[src/rtl/voice_allocator.sv]
// Polyphonic voice allocator: parses one MIDI channel's note-on/off and all-notes-off
// messages and assigns notes to NUM_VOICES voices, stealing the oldest when all are busy.
module voice_allocator #(
  parameter int unsigned NUM_VOICES = 4,
  parameter int unsigned AGE_BITS   = 8,
  parameter int unsigned CHANNEL    = 0
) (
  input  logic                      clk,
  input  logic                      rst,
  input  logic [7:0]                midi_data,
  input  logic                      midi_valid,
  output logic [7*NUM_VOICES-1:0]   voice_note,
  output logic [7*NUM_VOICES-1:0]   voice_velocity,
  output logic [NUM_VOICES-1:0]     voice_gate,
  output logic [NUM_VOICES-1:0]     voice_trigger,
  output logic                      steal_event
);

  localparam int unsigned IDX_W = (NUM_VOICES > 1) ? $clog2(NUM_VOICES) : 1;
  localparam logic [AGE_BITS-1:0] AGE_MAX = '1;

  typedef enum logic [1:0] {ST_STATUS, ST_D1, ST_D2, ST_EXEC} state_e;

  state_e                state_q, state_d;
  logic [7:0]            status_q, status_d;
  logic                  rs_valid_q, rs_valid_d;
  logic [6:0]            d1_q, d1_d;
  logic [6:0]            note_q [NUM_VOICES];
  logic [6:0]            note_d [NUM_VOICES];
  logic [6:0]            vel_q  [NUM_VOICES];
  logic [6:0]            vel_d  [NUM_VOICES];
  logic [AGE_BITS-1:0]   age_q  [NUM_VOICES];
  logic [AGE_BITS-1:0]   age_d  [NUM_VOICES];
  logic [NUM_VOICES-1:0] gate_q, gate_d;
  logic [NUM_VOICES-1:0] trig_q, trig_d;
  logic                  steal_q, steal_d;

  logic                  exec_c, chan_ok_c, note_on_c, note_off_c, all_off_c;
  logic                  found_c;
  logic [IDX_W-1:0]      tgt_c;
  logic [AGE_BITS-1:0]   best_age_c;
  logic [6:0]            d2_c;

  always_ff @(posedge clk or posedge rst) begin
    if (rst) begin
      state_q    <= ST_STATUS;
      status_q   <= '0;
      rs_valid_q <= 1'b0;
      d1_q       <= '0;
      gate_q     <= '0;
      trig_q     <= '0;
      steal_q    <= 1'b0;
      for (int i = 0; i < NUM_VOICES; i++) begin
        note_q[i] <= '0;
        vel_q[i]  <= '0;
        age_q[i]  <= '0;
      end
    end else begin
      state_q    <= state_d;
      status_q   <= status_d;
      rs_valid_q <= rs_valid_d;
      d1_q       <= d1_d;
      gate_q     <= gate_d;
      trig_q     <= trig_d;
      steal_q    <= steal_d;
      for (int i = 0; i < NUM_VOICES; i++) begin
        note_q[i] <= note_d[i];
        vel_q[i]  <= vel_d[i];
        age_q[i]  <= age_d[i];
      end
    end
  end

  always_comb begin
    state_d    = (state_q == ST_EXEC) ? ST_D1 : state_q;
    status_d   = status_q;
    rs_valid_d = rs_valid_q;
    d1_d       = d1_q;
    gate_d     = gate_q;
    trig_d     = '0;
    steal_d    = 1'b0;
    for (int i = 0; i < NUM_VOICES; i++) begin
      note_d[i] = note_q[i];
      vel_d[i]  = vel_q[i];
      age_d[i]  = age_q[i];
    end
    exec_c     = 1'b0;
    found_c    = 1'b0;
    tgt_c      = '0;
    best_age_c = age_q[0];
    d2_c       = midi_data[6:0];

    // Parser; realtime bytes (>= F8) fall through untouched
    if (midi_valid && midi_data < 8'hF8) begin
      if (midi_data >= 8'hF0) begin
        rs_valid_d = 1'b0;
        state_d    = ST_STATUS;
      end else if (midi_data[7]) begin
        status_d   = midi_data;
        rs_valid_d = 1'b1;
        state_d    = ST_D1;
      end else if (state_q == ST_D2) begin
        exec_c  = 1'b1;
        state_d = ST_EXEC;
      end else if (state_q != ST_STATUS || rs_valid_q) begin
        if (status_q[7:5] == 3'b110) begin
          state_d = ST_D1;
        end else begin
          d1_d    = midi_data[6:0];
          state_d = ST_D2;
        end
      end
    end

    chan_ok_c  = exec_c && (status_q[3:0] == 4'(CHANNEL));
    note_on_c  = chan_ok_c && (status_q[7:4] == 4'h9) && (d2_c != 7'd0);
    note_off_c = chan_ok_c && ((status_q[7:4] == 4'h8) ||
                               ((status_q[7:4] == 4'h9) && (d2_c == 7'd0)));
    all_off_c  = chan_ok_c && (status_q[7:4] == 4'hB) &&
                 ((d1_q == 7'd123) || (d1_q == 7'd120));

    // Target: retrigger match, then lowest free voice, then oldest (lowest index on tie)
    for (int i = 0; i < NUM_VOICES; i++) begin
      if (!found_c && gate_q[i] && note_q[i] == d1_q) begin
        found_c = 1'b1;
        tgt_c   = IDX_W'(i);
      end
    end
    for (int i = 0; i < NUM_VOICES; i++) begin
      if (!found_c && !gate_q[i]) begin
        found_c = 1'b1;
        tgt_c   = IDX_W'(i);
      end
    end
    if (!found_c) begin
      for (int i = 1; i < NUM_VOICES; i++) begin
        if (age_q[i] > best_age_c) begin
          best_age_c = age_q[i];
          tgt_c      = IDX_W'(i);
        end
      end
    end

    if (note_off_c) begin
      for (int i = 0; i < NUM_VOICES; i++) begin
        if (gate_q[i] && note_q[i] == d1_q) gate_d[i] = 1'b0;
      end
    end

    if (all_off_c) gate_d = '0;

    if (note_on_c) begin
      steal_d       = !found_c;
      note_d[tgt_c] = d1_q;
      vel_d[tgt_c]  = d2_c;
      gate_d[tgt_c] = 1'b1;
      trig_d[tgt_c] = 1'b1;
      for (int i = 0; i < NUM_VOICES; i++) begin
        if (IDX_W'(i) == tgt_c)       age_d[i] = '0;
        else if (age_q[i] != AGE_MAX) age_d[i] = age_q[i] + AGE_BITS'(1);
      end
    end
  end

  always_comb begin
    for (int i = 0; i < NUM_VOICES; i++) begin
      voice_note[7*i +: 7]     = note_q[i];
      voice_velocity[7*i +: 7] = vel_q[i];
    end
  end

  assign voice_gate    = gate_q;
  assign voice_trigger = trig_q;
  assign steal_event   = steal_q;

endmodule

[config.mk]
export PLATFORM = sky130hd
export DESIGN_NAME = voice_allocator
export DESIGN_NICKNAME = d
export VERILOG_FILES = /design/src/rtl/voice_allocator.sv
export SDC_FILE = /design/constraint.sdc
export NUM_CORES = 1
export LEC_CHECK = 0
export CAP_MARGIN = 20
export CORE_ASPECT_RATIO = 0.75
export CORE_MARGIN = 10
export CORE_UTILIZATION = 50
export CTS_CLUSTER_DIAMETER = 40
export CTS_CLUSTER_SIZE = 20
export DETAILED_ROUTE_END_ITERATION = 12
export PLACE_DENSITY = 0.73
export SLEW_MARGIN = 10
export SYNTH_ARGS = -nofsm -noshare
export SYNTH_HDL_FRONTEND = slang
export SYNTH_SLANG_ARGS = --single-unit
[constraint.sdc]
create_clock -name clk -period 5.71 [get_ports clk]
set_input_delay 0.8565 -clock clk [delete_from_list [all_inputs] [get_ports clk]]
set_output_delay 0.8565 -clock clk [all_outputs]
set_load 0.02 [all_outputs]
* Word-level counts from Yosys, hierarchy flattened
Cells that the tools add are included.
Operators by class: add/sub/neg operators 4, $lt $le $gt $ge 9, equal/unequal tests 19, multiplexer cells 59, bitwise gates (word level) 6, reductions and logical operators 56
Operators by type and width (number):
- $mux W8 | 12
- $bwmux W28 | 2
- $mux W2 | 17
- $add A8 B1 Y8 const B | 4
- $ne A8 B8 Y1 const B | 4
- $eq A7 B7 Y1 | 4
- $gt A8 B8 Y1 | 3
- $logic_and A1 B1 Y1 | 24
- $mux W1 | 21
- $mux W4 | 4
- $demux W7 S2 | 1
- $eq A7 B7 Y1 const B | 2
- $eq A4 B4 Y1 const B | 3
- $logic_not A1 Y1 | 12
- $reduce_bool A2 Y1 | 6
- $reduce_and A2 Y1 | 5
- $ge A8 B8 Y1 const B | 1
- $lt A8 B8 Y1 const B | 1
- $logic_not A7 Y1 | 1
- $mux W7 | 1
- $reduce_bool A7 Y1 | 1
- $reduce_and A6 Y1 | 1
- $eq A2 B2 Y1 const A | 2
- $eq A2 B2 Y1 const B | 2
- 14 further kinds | 19
Storage, ports and cells: flip-flop bits (word level) 115, input port bits 11, output and inout port bits 65, logic and storage cells 172

* Logic depth before layout (Yosys ltp)
depth after elaboration 40, gate-level depth with buffers 27, gate-level depth less buffers 24

* Worst setup path before layout
Ideal clock, no wire load.
kind register to register, start point register age_q[19] (netlist bit), end point register note_q, in the netlist voice_note[14], setup time 0.125 ns, arrival 4.907 ns, data required time 5.585 ns, path slack 0.678 ns, cell stages (with the launch flop) 24, buffers on the path 3, period minus slack after synthesis 5.032 ns, cell sequence dfrtp_1 ha_1 and3_1 o21ai_0 a31oi_1 o22ai_1 buf_6 mux2i_1 ha_1 a21o_1 a21oi_1 nand3_1 nand2_1 clkbuf_1 o21ai_0 ha_1 nor2b_1 o211ai_1 a211oi_1 or2_2 o31ai_4 and3_4 buf_12 mux2_4
On the way: word-level cells in the longest chain between the ends 15, elaborated cells on any way between the ends 18, classes of those cells 5 x order compare; 11 x mux; 1 x bitwise; 1 x reduce/logical
RTL lines:
- start, declared | line 32 | logic [AGE_BITS-1:0] age_q [NUM_VOICES];
- start signal, assigned by index | line 69 | age_q[i] <= age_d[i];
- $gt A8 B8 Y1 | line 137 | if (age_q[i] > best_age_c) begin
- $mux W8 | line 137
- $mux W8 | line 135 | if (!found_c) begin
- $gt A8 B8 Y1 | line 137
- $mux W8 | line 137
- $mux W8 | line 135
- $gt A8 B8 Y1 | line 137
- $mux W2 (*) | line 137
- $mux W2 (*) | line 135
- $not A2 Y3 (not written as such) (*) | line 154 | note_d[tgt_c] = d1_q;
- $ge A3 B3 Y1 (not written as such) / $lt A3 B1 Y1 (equally long branches) | line 154
- $logic_and A1 B1 Y1 (not written as such) | line 154
- $mux W7 (not written as such) | line 154
- $demux W7 S2 (*) | line 154
- $bwmux W28 (*) | line 154
- end signal, assigned by index | line 67 | note_q[i] <= note_d[i];
- end, declared | line 28 | logic [6:0] note_q [NUM_VOICES];
Mark *: on every way between the ends. The rest lies on a longest branch, timed or not. The select of a mux whose other input is x is not followed. A chain may end at the register's enable or synchronous reset.

* Worst setup path in the final report
start point register age_q[27] (netlist bit), end point register vel_q, in the netlist voice_velocity[2]
On the way: word-level cells in the longest chain between the ends 15, elaborated cells on any way between the ends 18, classes of those cells 5 x order compare; 11 x mux; 1 x bitwise; 1 x reduce/logical
RTL lines:
- $gt A8 B8 Y1 | line 137
- $mux W8 | line 137
- $mux W8 | line 135
- $gt A8 B8 Y1 | line 137
- $mux W8 | line 137
- $mux W8 | line 135
- $gt A8 B8 Y1 | line 137
- $mux W2 (*) | line 137
- $mux W2 (*) | line 135
- $not A2 Y3 (not written as such) (*) | line 155 | vel_d[tgt_c] = d2_c;
- $ge A3 B3 Y1 (not written as such) / $lt A3 B1 Y1 (equally long branches) | line 155
- $logic_and A1 B1 Y1 (not written as such) | line 155
- $mux W7 (not written as such) | line 155
- $demux W7 S2 (*) | line 155
- $bwmux W28 (*) | line 155
- end signal, assigned by index | line 68 | vel_q[i] <= vel_d[i];
- end, declared | line 30 | logic [6:0] vel_q [NUM_VOICES];
Marked as above.

==> impl_metrics.csv <==
group,metric,value,unit
yosys,synth_ff_type,"dfrtp_1",
final_layout,drive_above_1_share,21.3,%
hold_path,min_path_type,"reg2reg",
worst_setup_path,crit_top_cell,"ha_1",
final_layout,fillers,934,
timing,max-slew-margin-rel,45.4,%
drt,wire_per_inst,19.4,um
clocking,cts_sinks,115,
run_status,status,"finished clean",
clocking,cts-root-buf,"clkbuf_16",
run,maxCapViolCount,0,
floorplan,core.rowCount,35,
yosys,yosys_register_bits,115,
worst_setup_path,reg2reg_from,"age_q[27]$_DFFE_PP0P_",
power,peakVddDrop,0.000220,V
worst_setup_path,cp_slowest_cell,"dfrtp_1",
yosys,syn-cell-area,6280,um2
final_layout,multi_input_area,3180,um2
global_routing,overflow,0,
timing,post-route-min-period,5.44,ns
drt,post-route-drc-count,0,
drt,vias,4696,
final_layout,area_growth,23.3,%
yosys,yosys.area.top_type,"dfrtp_1",
timing,worst_pin_slew,0.820,ns
yosys,ys_seq_area_share,45.8,%
power,p_leak,3.66,nW
yosys,ys_warn_count,0,
yosys,synth.avg_cell_area,11.3,um2
drt,wirelength,15900,um
yosys,netlist_instances,554,
timing,hold_viol_final,0,
clocking,tritoncts,"yes",
floorplan,dieWidth,149,um
timing,fin_skew,0.00759,ns
timing,timing.final.ws_setup,0.269,ns
global_routing,grt_pass1_vias,4873,
drt,firstDrtPassIters,5,
final_layout,nets,679,
drt,ant_nets,0,
worst_setup_path,cp-start-kind,"register",
global_routing,antenna_found_initial,0,
timing,holdWs,0.509,ns
timing,rsz0062_at_grt,"no",
floorplan,die-area,17500,um2
worst_setup_path,arrival,5.74,ns
worst_setup_path,crit_start,"age_q[27]$_DFFE_PP0P_",
final_layout,diodes,0,
final_layout,design_area,7740,um2
place,place_hpwl,11100,um
floorplan,ios,76,
yosys,ys_types,58,
timing,setup_viol,0,
worst_setup_path,critPathKind,"reg2reg",
place,gp_congestion,0.889,
yosys,netlist.area_leader.share,45.8,%
worst_setup_path,critical_path.cell_chain,"inv_1 > ha_1 > and3_1 > o21ai_0 > a31oi_1 > o22ai_1 > buf_4 > mux2i_1 > ha_1 > a21o_1 > a21oi_1 > nand3_2 > nand2_4 > nand2_1 > o21ai_0 > ha_1 > nor2b_1 > o211ai_1 > a211oi_1 > or2_2 > o31ai_4 > buf_6 > nand2_2 > mux2_4",
yosys,synth_edf_count,0,
global_routing,grt_pass1_wl,25500,um
worst_setup_path,max_stage_delay,0.41,ns
clocking,cts_made_buffers,17,
final_layout,final_cell_mix,"115 x dfrtp_1, 75 x clkdlybuf4s50_1, 47 x mux2_2",
worst_setup_path,worst_setup_path_end_kind,"register",
floorplan,die_h,117,um
final_layout,seq_area,2880,um2
global_routing,grt_max_degree,67,
hold_path,hp-start,"voice_velocity[22]$_DFFE_PP0P_",
timing,finalSetupTns,0,ns
drt,drt-initial-drc-count,316,
yosys,synthesis.nets,593,
timing,period_share,95.3,%
place,port_buffers,75,
worst_setup_path,required,6.01,ns
drt,via_per_inst,5.73,
floorplan,core,12300,um2
clocking,htree_levels,4,
yosys,yosys-top-cells-area,"dfrtp_1 46%, mux2_2 8.4%, ha_1 5.6%, mux2_4 5.3%, xor2_1 4.5%",
final_layout,final_common_cell,"dfrtp_1",
clocking,cts_buffer_depth,2,
clocking,clk_latency,0.42,ns
yosys,async_reset_ff_share,100,%
global_routing,track_usage,18.6,%
power,power.density,280,nW/um2
timing,max_freq,184,MHz
clocking,path_clk_slew,0.06,ns
floorplan,start_util,51.0,%
worst_setup_path,crit_path_max_fanout,15,
place,preCtsSetupSlack,0.356,ns
place,dpl_cell_area,7120,um2
timing,slew_viol_final,0,
[critical path: cells and delay by family, from the launching register on]
kind / cells / cell delay (ns)
compound gates: 9 / 1.53
fa+ha+maj: 3 / 0.88
flops: 1 / 0.41
mux: 2 / 0.63
simple gates: 7 / 1.28
buf+inv: 3 / 0.59
[through the flow]
stage / power, mW / instances / util, %
floorplan: 1.11 / 554 / -
CTS: 2.18 / 816 / 62.6
global route: 2.24 / 819 / 62.9
finish: 2.17 / 819 / 62.9
detailed placement: 1.15 / 784 / 57.9
global placement: 1.14 / 784 / 57.9
[final timing paths]
| path | to | slack [ns] | depth (start not counted) |
|---|---|---|---|
| hold / removal | voice_velocity[22]$_DFFE_PP0P_ | 0.51 | 1 |
| setup / recovery | voice_velocity[2]$_DFFE_PP0P_ | 0.27 | 24 |
| hold reg to reg | voice_velocity[22]$_DFFE_PP0P_ | 0.51 | 1 |
| setup reg to reg | voice_velocity[2]$_DFFE_PP0P_ | 0.27 | 24 |
| max in group asynchronous | voice_gate[1]$_DFF_PP0_ | 3.57 | 3 |
| min in group asynchronous | voice_note[18]$_DFFE_PP0P_ | 0.98 | 2 |
[layout make-up]
type | count | share of cell area (%)
sequential | 115 | 37.2
tap | 166 | 2.68
multi-input combinational | 402 | 41.1
timing repair buffer | 85 | 10.7
clock inverter | 13 | 1.60
clock buffer | 19 | 5.85
inverter | 19 | 0.953
[Yosys cell counts (all sizes together), types with 10 or more instances]
master,number
and3,10
xnor2,20
nand4,16
nor2,47
mux2,70
inv,19
nand3,22
nor3,10
xor2,32
ha,28
buf,15
nand2,42
a21oi,11
dfrtp,115
o21ai,21
[sequential cells by signal, summed over array words and instances (netlist names)]
signal          count
voice_trigger       4
voice_velocity     28
status_q            8
voice_note         28
d1_q                7
rs_valid_q          1
state_q             2
voice_gate          4
steal_event         1
age_q              32
[power by group]
| group | internal (mW) | switching, mW |
|---|---|---|
| registers | 0.849 | 0.0881 |
| logic | 0.0983 | 0.104 |
| clock network | 0.627 | 0.403 |
| total | 1.57 | 0.595 |
[logic make-up (layout without fill, tap and decap cells)]
kind of cell | count (synthesis) | in the layout | synth area share, %
simple gates | 177 | 179 | 14.9
flops | 115 | 115 | 45.8
buf+inv | 39 | 136 | 4.14
mux | 77 | 77 | 15.0
fa+ha+maj | 28 | 28 | 5.58
compound gates | 66 | 66 | 7.35
xor+xnor | 52 | 52 | 7.25
[per-layer routing]
layer	track usage (%)	vias to the layer above	share of wire [%]
met4	6.13	0	1.4
met3	6.49	22	7.7
met1	24.4	2364	48
met2	28.1	156	43
li1	-	2154	-
met5	0	-	0
[what timing repair did]
| action | 4_1_cts | 5_1_grt |
|---|---|---|
| endpoints found under the setup margin | 0 | 64 |
| endpoints found under the hold margin | 0 | 0 |
| hold buffers | 0 | 0 |
| resized for setup | 0 | 7 |
| setup buffers | 0 | 1 |
(Power assumes the default switching activity.)
